$ cat src/rtl/tile_query_arbiter_if.sv
// Requester, response and tile-map signals of the tile query arbiter.
// slave is the arbiter's view; master is the game-logic / tile-map side.
interface tile_query_arbiter_if #(
  parameter int N_REQ   = 3,
  parameter int COORD_W = 10
);
  logic [N_REQ-1:0]         req;
  logic [N_REQ*COORD_W-1:0] query_x;
  logic [N_REQ*COORD_W-1:0] query_y;
  logic [N_REQ-1:0]         grant;
  logic [N_REQ-1:0]         rsp_valid;
  logic                     rsp_data;
  logic                     rsp_oob;
  logic                     busy;
  logic [4:0]               tile_x;
  logic [3:0]               tile_y;
  logic                     tile_data_i;

  modport master (
    output req, query_x, query_y, tile_data_i,
    input  grant, rsp_valid, rsp_data, rsp_oob, busy, tile_x, tile_y
  );

  modport slave (
    input  req, query_x, query_y, tile_data_i,
    output grant, rsp_valid, rsp_data, rsp_oob, busy, tile_x, tile_y
  );
endinterface

$ cat src/rtl/tile_query_arbiter.sv
// Round-robin arbiter sharing one combinational tile-map lookup port.
// One query per three cycles: IDLE (sample) -> LOOKUP (address) -> RESP (strobe).
module tile_query_arbiter #(
  parameter int N_REQ      = 3,
  parameter int COORD_W    = 10,
  parameter int TILE_SHIFT = 5,
  parameter int TILES_X    = 20,
  parameter int TILES_Y    = 15
) (
  input  logic                 Clk,
  input  logic                 Reset_n,
  tile_query_arbiter_if.slave  bus
);
  localparam int PTR_W = (N_REQ > 2) ? 2 : 1;

  typedef enum logic [1:0] {IDLE, LOOKUP, RESP} state_t;

  state_t             state, state_nxt;
  logic [PTR_W-1:0]   rr_ptr, owner, pick;
  logic               pick_vld;
  logic [COORD_W-1:0] lat_x, lat_y, sel_x, sel_y, cx, cy;
  logic               oob, rsp_data_q, rsp_oob_q;

  // Scan from the farthest offset down so the nearest requester at/after rr_ptr wins.
  always_comb begin
    int j;
    j        = 0;
    pick     = '0;
    pick_vld = 1'b0;
    for (int i = N_REQ - 1; i >= 0; i--) begin
      j = int'(rr_ptr) + i;
      if (j >= N_REQ) j = j - N_REQ;
      if (bus.req[j]) begin
        pick     = PTR_W'(j);
        pick_vld = 1'b1;
      end
    end
  end

  assign sel_x = bus.query_x[int'(pick)*COORD_W +: COORD_W];
  assign sel_y = bus.query_y[int'(pick)*COORD_W +: COORD_W];

  always_comb begin
    state_nxt = state;
    case (state)
      IDLE:    if (pick_vld) state_nxt = LOOKUP;
      LOOKUP:  state_nxt = RESP;
      RESP:    state_nxt = IDLE;
      default: state_nxt = IDLE;
    endcase
  end

  always_ff @(posedge Clk or negedge Reset_n) begin
    if (!Reset_n) begin
      state      <= IDLE;
      rr_ptr     <= '0;
      owner      <= '0;
      lat_x      <= '0;
      lat_y      <= '0;
      rsp_data_q <= 1'b0;
      rsp_oob_q  <= 1'b0;
    end else begin
      state <= state_nxt;
      if (state == IDLE && pick_vld) begin
        owner <= pick;
        lat_x <= sel_x;
        lat_y <= sel_y;
      end
      if (state == LOOKUP) begin
        rsp_data_q <= oob ? 1'b0 : bus.tile_data_i;
        rsp_oob_q  <= oob;
      end
      if (state == RESP)
        rr_ptr <= (owner == PTR_W'(N_REQ - 1)) ? '0 : owner + PTR_W'(1);
    end
  end

  assign cx  = lat_x >> TILE_SHIFT;
  assign cy  = lat_y >> TILE_SHIFT;
  assign oob = (int'(cx) >= TILES_X) || (int'(cy) >= TILES_Y);

  // Address is parked at 0 outside LOOKUP and for out-of-range queries.
  assign bus.tile_x = (state == LOOKUP && !oob) ? cx[4:0] : 5'd0;
  assign bus.tile_y = (state == LOOKUP && !oob) ? cy[3:0] : 4'd0;

  for (genvar k = 0; k < N_REQ; k++) begin : g_req
    assign bus.grant[k]     = (state != IDLE) && (owner == PTR_W'(k));
    assign bus.rsp_valid[k] = (state == RESP) && (owner == PTR_W'(k));
  end

  assign bus.busy     = (state != IDLE);
  assign bus.rsp_data = rsp_data_q;
  assign bus.rsp_oob  = rsp_oob_q;
endmodule

$ cat src/flat_wrapper.sv
// flat-port wrapper written by rule: the top's interface ports become plain ports
module tile_query_arbiter_flat 
#(
  parameter int N_REQ      = 3,
  parameter int COORD_W    = 10,
  parameter int TILE_SHIFT = 5,
  parameter int TILES_X    = 20,
  parameter int TILES_Y    = 15
)
  (Clk, Reset_n, bus_req, bus_query_x, bus_query_y, bus_tile_data_i, bus_grant, bus_rsp_valid, bus_rsp_data, bus_rsp_oob, bus_busy, bus_tile_x, bus_tile_y);
  tile_query_arbiter_if #(.N_REQ(N_REQ), .COORD_W(COORD_W)) bus_i ();
  input  logic Clk;
  input  logic Reset_n;
  input wire logic [$bits(bus_i.req)-1:0] bus_req;
  input wire logic [$bits(bus_i.query_x)-1:0] bus_query_x;
  input wire logic [$bits(bus_i.query_y)-1:0] bus_query_y;
  input wire logic [$bits(bus_i.tile_data_i)-1:0] bus_tile_data_i;
  output wire logic [$bits(bus_i.grant)-1:0] bus_grant;
  output wire logic [$bits(bus_i.rsp_valid)-1:0] bus_rsp_valid;
  output wire logic [$bits(bus_i.rsp_data)-1:0] bus_rsp_data;
  output wire logic [$bits(bus_i.rsp_oob)-1:0] bus_rsp_oob;
  output wire logic [$bits(bus_i.busy)-1:0] bus_busy;
  output wire logic [$bits(bus_i.tile_x)-1:0] bus_tile_x;
  output wire logic [$bits(bus_i.tile_y)-1:0] bus_tile_y;
  assign bus_i.req = bus_req;
  assign bus_i.query_x = bus_query_x;
  assign bus_i.query_y = bus_query_y;
  assign bus_i.tile_data_i = bus_tile_data_i;
  assign bus_grant = bus_i.grant;
  assign bus_rsp_valid = bus_i.rsp_valid;
  assign bus_rsp_data = bus_i.rsp_data;
  assign bus_rsp_oob = bus_i.rsp_oob;
  assign bus_busy = bus_i.busy;
  assign bus_tile_x = bus_i.tile_x;
  assign bus_tile_y = bus_i.tile_y;
  tile_query_arbiter #(.N_REQ(N_REQ), .COORD_W(COORD_W), .TILE_SHIFT(TILE_SHIFT), .TILES_X(TILES_X), .TILES_Y(TILES_Y)) u_core (.Clk(Clk), .Reset_n(Reset_n), .bus(bus_i));
endmodule
$ cat config.mk
export PLATFORM = sky130hd
export DESIGN_NAME = tile_query_arbiter_flat
export DESIGN_NICKNAME = d
export VERILOG_FILES = /design/src/rtl/tile_query_arbiter_if.sv /design/src/rtl/tile_query_arbiter.sv /design/src/flat_wrapper.sv
export SDC_FILE = /design/constraint.sdc
export NUM_CORES = 1
export LEC_CHECK = 0
export CELL_PAD_IN_SITES_DETAIL_PLACEMENT = 1
export CELL_PAD_IN_SITES_GLOBAL_PLACEMENT = 1
export CORE_ASPECT_RATIO = 1.5
export CORE_MARGIN = 2
export CORE_UTILIZATION = 26
export DETAILED_ROUTE_END_ITERATION = 7
export GPL_ROUTABILITY_DRIVEN = 0
export GPL_TIMING_DRIVEN = 0
export MAX_ROUTING_LAYER = met4
export PLACE_DENSITY_LB_ADDON = 0.1
export SLEW_MARGIN = 10
export SYNTH_ARGS = -nofsm -noshare
export SYNTH_HDL_FRONTEND = slang
export SYNTH_SLANG_ARGS = --single-unit
$ cat constraint.sdc
create_clock -name Clk -period 2.9 [get_ports Clk]
set_input_delay 0.725 -clock Clk [delete_from_list [all_inputs] [get_ports Clk]]
set_output_delay 0.725 -clock Clk [all_outputs]
set_load 0.01 [all_outputs]
==> results of run 1 <==
[flip-flops by register name, indices dropped and copies added, names as in the netlist]
register             cells
u_core.owner             2
u_core.rr_ptr            2
u_core.bus.rsp_oob       1
u_core.lat_x             5
u_core.lat_y             5
u_core.state             2
u_core.bus.rsp_data      1
[cell families (layout without fill, tap and decap cells)]
logic type / Yosys count / count (layout)
compound gates: 44 / 44
buf+inv: 18 / 73
fa+ha+maj: 3 / 3
mux: 2 / 2
flops: 18 / 18
simple gates: 80 / 80
[tightest hold or removal path: cells and delay by family, from the launching register on]
kind | cells | cell delay [ns]
DFF | 1 | 0.34
and+or+nand+nor | 1 | 0.05
AOI/OAI and AO/OA | 1 | 0.05
[synthesized netlist by cell type, drive strengths merged, types with 3 or more instances]
cell type and n:
dfrtp 18, nor2 19, nor3 4, a21oi 6
and3 10, nand2b 6, a2111oi 10, nand2 16
buf 8, clkbuf 3, and2 19, inv 7
ha 3, o31ai 11, o21ai 6
[final timing paths]
path	start	to	cells past startpoint	slack (ns)
setup / recovery	bus_req[2]	u_core.lat_y[5]	8	0.08
min in group asynchronous	Reset_n	u_core.bus.rsp_data	1	0.94
setup reg to reg	u_core.rr_ptr[0]	u_core.lat_y[5]	9	0.30
hold reg to reg	u_core.lat_x[6]	u_core.lat_x[6]	2	0.47
max in group asynchronous	Reset_n	u_core.owner[1]	1	1.45
hold / removal	u_core.lat_x[6]	u_core.lat_x[6]	2	0.47
[through the flow]
step,total power [mW],cells,hold WS [ns]
2_1_floorplan,1.37,165,0.429
3_3_place_gp,1.78,285,0.456
3_5_place_dp,1.85,285,0.464
4_1_cts,2.02,288,0.479
5_1_grt,2.19,288,0.513
6_report,2.00,288,0.473
[area by class of cell]
class / count / area [um^2]
Tap cell: 68 / 85.1
Clock buffer: 3 / 41.3
Buffer: 11 / 77.6
Sequential cell: 18 / 450
Multi-Input combinational cell: 129 / 852
Fill cell: 622 / 3110
Timing Repair Buffer: 52 / 520
Inverter: 7 / 26.3
[power breakdown]
part | switching [mW] | internal (mW)
Clock | 0.0818 | 0.0923
Combinational | 0.735 | 0.624
Sequential | 0.0889 | 0.383
Total | 0.906 | 1.10
[layer usage]
| layer | GRT usage (%) | vias up |
|---|---|---|
| li1 | - | 704 |
| met1 | 16.4 | 667 |
| met2 | 28.5 | 40 |
| met3 | 1.80 | 4 |
| met4 | 3.80 | 0 |
| met5 | - | - |
[repair_timing]
| action | 4_1_cts | 5_1_grt |
|---|---|---|
| setup endpoints to repair | 0 | 18 |
| endpoints found under the hold margin | 0 | 0 |
| gates resized for setup | 0 | 5 |
==> results.cfg, run 1 <==
[critical_path]
start_kind = primary input
crit_slowest_cell = clkdlybuf4s50_1
max_stage_delay_ns = 0.67
critPathMaxFanout = 10
critPathArrivalTime_ns = 2.93
cp_cell_sequence = clkdlybuf4s50_1, nor2_1, nand3_1, o21ai_0, clkbuf_1, and3_1, a2111oi_0, o31ai_1
critPathBufInv = 2
crit_path_end_kind = flip-flop
crit_type = primary input to flip-flop
path_delay_family = buffers and inverters
worstPathRequired_ns = 3.02

[floorplan]
design.core.area_um2 = 5160
die_width_um = 63.9
fp.dieH_um = 93.8
rows = 32
die_area_um2 = 6000
io_pins = 84
start_util_pct = 27.1

[yosys]
syn_area_um2 = 1400
synth-xor-area-share_pct = 0
ys.flop_type = dfrtp_1
yosysSeqAreaShare_pct = 32.2
synth_cells = 165
synthArstFlopShare_pct = 100
ys_warn_count = 0
synth_top_family_by_area = simple AND/OR/NAND/NOR gates
ys_top_cells_by_area = dfrtp_1 (32%), and2_1 (8.5%), a2111oi_0 (6.3%)
synth_fa_ha_area_share_pct = 2.68
synth-edff-count = 0
synth_top_area_cell = dfrtp_1
synth_nets = 234
avgSynthCellArea_um2 = 8.48
synth-compound-area-share_pct = 26.5
synth_cell_types = 34
synth.area.mux_share_pct = 1.43
ys_ff_latch = 18
synthSimpleGateAreaFrac_pct = 29.9
synth_top_area_share_pct = 32.2

[pwr]
leakage_nw = 0.873
powerDensity_nw_per_um2 = 976
irDropWorstVdd_uv = 343

[detailed_routing]
wl_per_cell_um = 14.9
met2_wirelength_um = 2300
drt-met1-wl_um = 1770
drcViolationCount = 0
drt_iter0_markers = 46
vias = 1415
routed_wl_um = 4290
topRoutingLayerUsed = met4
dr_wl_met3_um = 174
firstDrtPassIters = 4
ant_nets = 0
vias_per_cell = 4.91

[cts]
clk_latency_ns = 0.25
hold_buffers = 0
h-tree-depth = 1
cts_sinks = 18
path_clk_slew_ns = 0.07
cts_made_buffers = 3
cts_tree = built
root_buffer = clkbuf_8
postCtsSetupRepairBufs = 0
cts.path.max_buffers = 2

[min_path]
hold_class = flip-flop to flip-flop

[timing]
relSlewSlack_pct = 45.2
worstMarginPinSlew_ns = 0.819
fin_skew_ns = 0.00321
max_freq_ghz = 0.355
setup_ws_ns = 0.0832
rsz0062_at_grt = true
min_period_ns = 2.82
drv_slew = 0
post-route-period-util_pct = 97.1
hold_viol = 0
setup_viol = 0
finalSetupTns_ns = 0

[run_status]
status = finished, final reports clean

[final_layout]
syn_to_final_growth_pct = 46.8
final_cell_mix = clkdlybuf4s50_1 (52), and2_1 (19), nor2_1 (19)
layout_commonest_cell = clkdlybuf4s50_1
design_area_um2 = 2050
nets = 291
fin_util_pct = 39.8
diodes = 0
drive_gt1_share_pct = 9.09

[global_routing]
grt_pass1_vias = 1449
grt_antenna_before_repair = 0
grt_overflow = 0
grt_pass1_wl_um = 6880
grt.total_usage_pct = 15.0
grt_max_degree = 19

[placement]
post-place-ws_ns = -0.226
port_buffers = 52
place_hpwl_um = 3650
place_area_um2 = 2000

[flow_run]
cap_violations = 0
No activity file was read; power rests on OpenSTA's default activity.
==> inputs of run 2 (changes only) <==
==> constraint.sdc (replaced) <==
create_clock -name Clk -period 3.2 [get_ports Clk]
set_input_delay 0.8 -clock Clk [delete_from_list [all_inputs] [get_ports Clk]]
set_output_delay 0.8 -clock Clk [all_outputs]
set_load 0.01 [all_outputs]
==> run 2 against run 1 <==
Global-route usage unchanged. Count of clock-buffer cells in the layout unchanged. Clock power decreased by 9%. Via count decreased by 0.57%. Sequential cell count unchanged. Critical endpoint is now u_core.lat_y[8]. Largest power group unchanged. Highest routed layer unchanged.
==> results.cfg, run 2 (synthesis results as in run 1) <==
[run_status]
status = finished, final reports clean

[timing]
max_freq_ghz = 0.336
worstMarginPinSlew_ns = 0.819
setup_viol = 0
drv_slew = 0
finalSetupTns_ns = 0
hold_ws_ns = 0.473
fin_skew_ns = 0.00307
relSlewSlack_pct = 45.2
setup_ws_ns = 0.221
min_period_ns = 2.98
hold_viol = 0
rsz0062_at_grt = false
post-route-period-util_pct = 93.1

[pwr]
powerDensity_nw_per_um2 = 881
irDropWorstVdd_uv = 304
leakage_nw = 0.870

[critical_path]
worstPathRequired_ns = 3.31
cp_cell_sequence = clkdlybuf4s50_1, mux2i_1, nand3b_1, a21oi_2, a21oi_2, a2111oi_0, o31ai_1
crit_path_end_kind = flip-flop
crit_slowest_cell = a2111oi_0
reg2reg_depth = 9
crit_type = primary input to flip-flop
max_stage_delay_ns = 0.73
timing.rr.end = u_core.lat_y[8]
critPathMaxFanout = 10
start_kind = primary input
critPathArrivalTime_ns = 3.09
r2r_slack_ns = 0.54
r2r_start = u_core.rr_ptr[1]
crit_top_cell = a21oi_2

[global_routing]
grt_overflow = 0
grt_pass1_wl_um = 6880
grt_antenna_before_repair = 0
grt_max_degree = 19
grt.total_usage_pct = 15.0
grt_pass1_vias = 1449

[cts]
clk_latency_ns = 0.25
cts_tree = built
cts.path.max_buffers = 2
root_buffer = clkbuf_8
path_clk_slew_ns = 0.07
cts_made_buffers = 3
cts_sinks = 18
postCtsSetupRepairBufs = 0
h-tree-depth = 1
ctsResizeCount = 0
hold_buffers = 0

[final_layout]
fin_util_pct = 39.6
drive_gt1_share_pct = 8.18
syn_to_final_growth_pct = 46.2
largestRegisters = u_core.lat_x x5, u_core.lat_y x5
final_cell_mix = clkdlybuf4s50_1 (52), and2_1 (19), nor2_1 (19)
layout_commonest_cell = clkdlybuf4s50_1
diodes = 0
design_area_um2 = 2050
nets = 291

[detailed_routing]
routed_wl_um = 4300
drcViolationCount = 0
drt_iter0_markers = 50
firstDrtPassIters = 4
wl_per_cell_um = 14.9
vias = 1407
vias_per_cell = 4.89
ant_nets = 0

[floorplan]
die_width_um = 63.9
start_util_pct = 27.1
design.core.area_um2 = 5160
fp.dieH_um = 93.8
rows = 32
io_pins = 84
die_area_um2 = 6000

[min_path]
whs_path_depth = 2
hold_class = flip-flop to flip-flop
worstHoldStart = u_core.lat_x[6]
hold_end = u_core.lat_x[6]

[placement]
port_buffers = 52
place_area_um2 = 2000
post-place-ws_ns = -0.00103
place_hpwl_um = 3650

[flow_run]
cap_violations = 0
## run 2: cell counts in the layout (fill, tap and decap cells not counted)
No cell type changed its count.
## run 2: routing by layer
| metal | vias up | part of all wire [%] | GRT usage, % |
|---|---|---|---|
| met3 | 4 | 3.6 | 1.80 |
| met2 | 36 | 54 | 28.5 |
| met5 | - | 0 | - |
| met1 | 664 | 42 | 16.4 |
| met4 | 0 | 1.0 | 3.80 |
| li1 | 703 | - | - |
## run 2: final cells by class
| class | instances | area [um^2] |
|---|---|---|
| Buffer | 11 | 76.3 |
| Clock buffer | 3 | 41.3 |
| Fill cell | 624 | 3120 |
| Inverter | 7 | 26.3 |
| Multi-Input combinational cell | 129 | 846 |
| Sequential cell | 18 | 450 |
| Tap cell | 68 | 85.1 |
| Timing Repair Buffer | 52 | 520 |
## run 2: metrics by stage
stage	instances	total power [mW]
floorplan	165	1.24
global placement	285	1.62
detailed placement	285	1.67
CTS	288	1.83
global route	288	1.97
finish	288	1.80
## run 2: worst max path at each step
| stage | startpoint | to | slack [ns] | cells after the start |
|---|---|---|---|---|
| finish | bus_req[2] | u_core.lat_y[8] | 0.22 | 7 |
| global route | bus_req[2] | u_core.lat_y[7] | 0.08 | 7 |
| CTS | bus_req[2] | u_core.lat_y[5] | 0.27 | 7 |
| detailed placement | bus_req[2] | u_core.lat_y[5] | -0.001 | 7 |
| global placement | bus_req[2] | u_core.lat_y[9] | 0.11 | 7 |
| floorplan | bus_req[1] | u_core.lat_x[5] | 1.05 | 8 |
## run 2: critical path, delay by kind of cell
kind	cells	cell delay (ns)
muxes	1	0.37
AOI/OAI and AO/OA	4	1.21
buffers and inverters	1	0.57
and+or+nand+nor	1	0.13
## run 2: where the power goes
part | switching (mW) | internal (mW)
clock network | 0.0740 | 0.0837
registers | 0.0804 | 0.347
logic | 0.658 | 0.558
total | 0.813 | 0.989
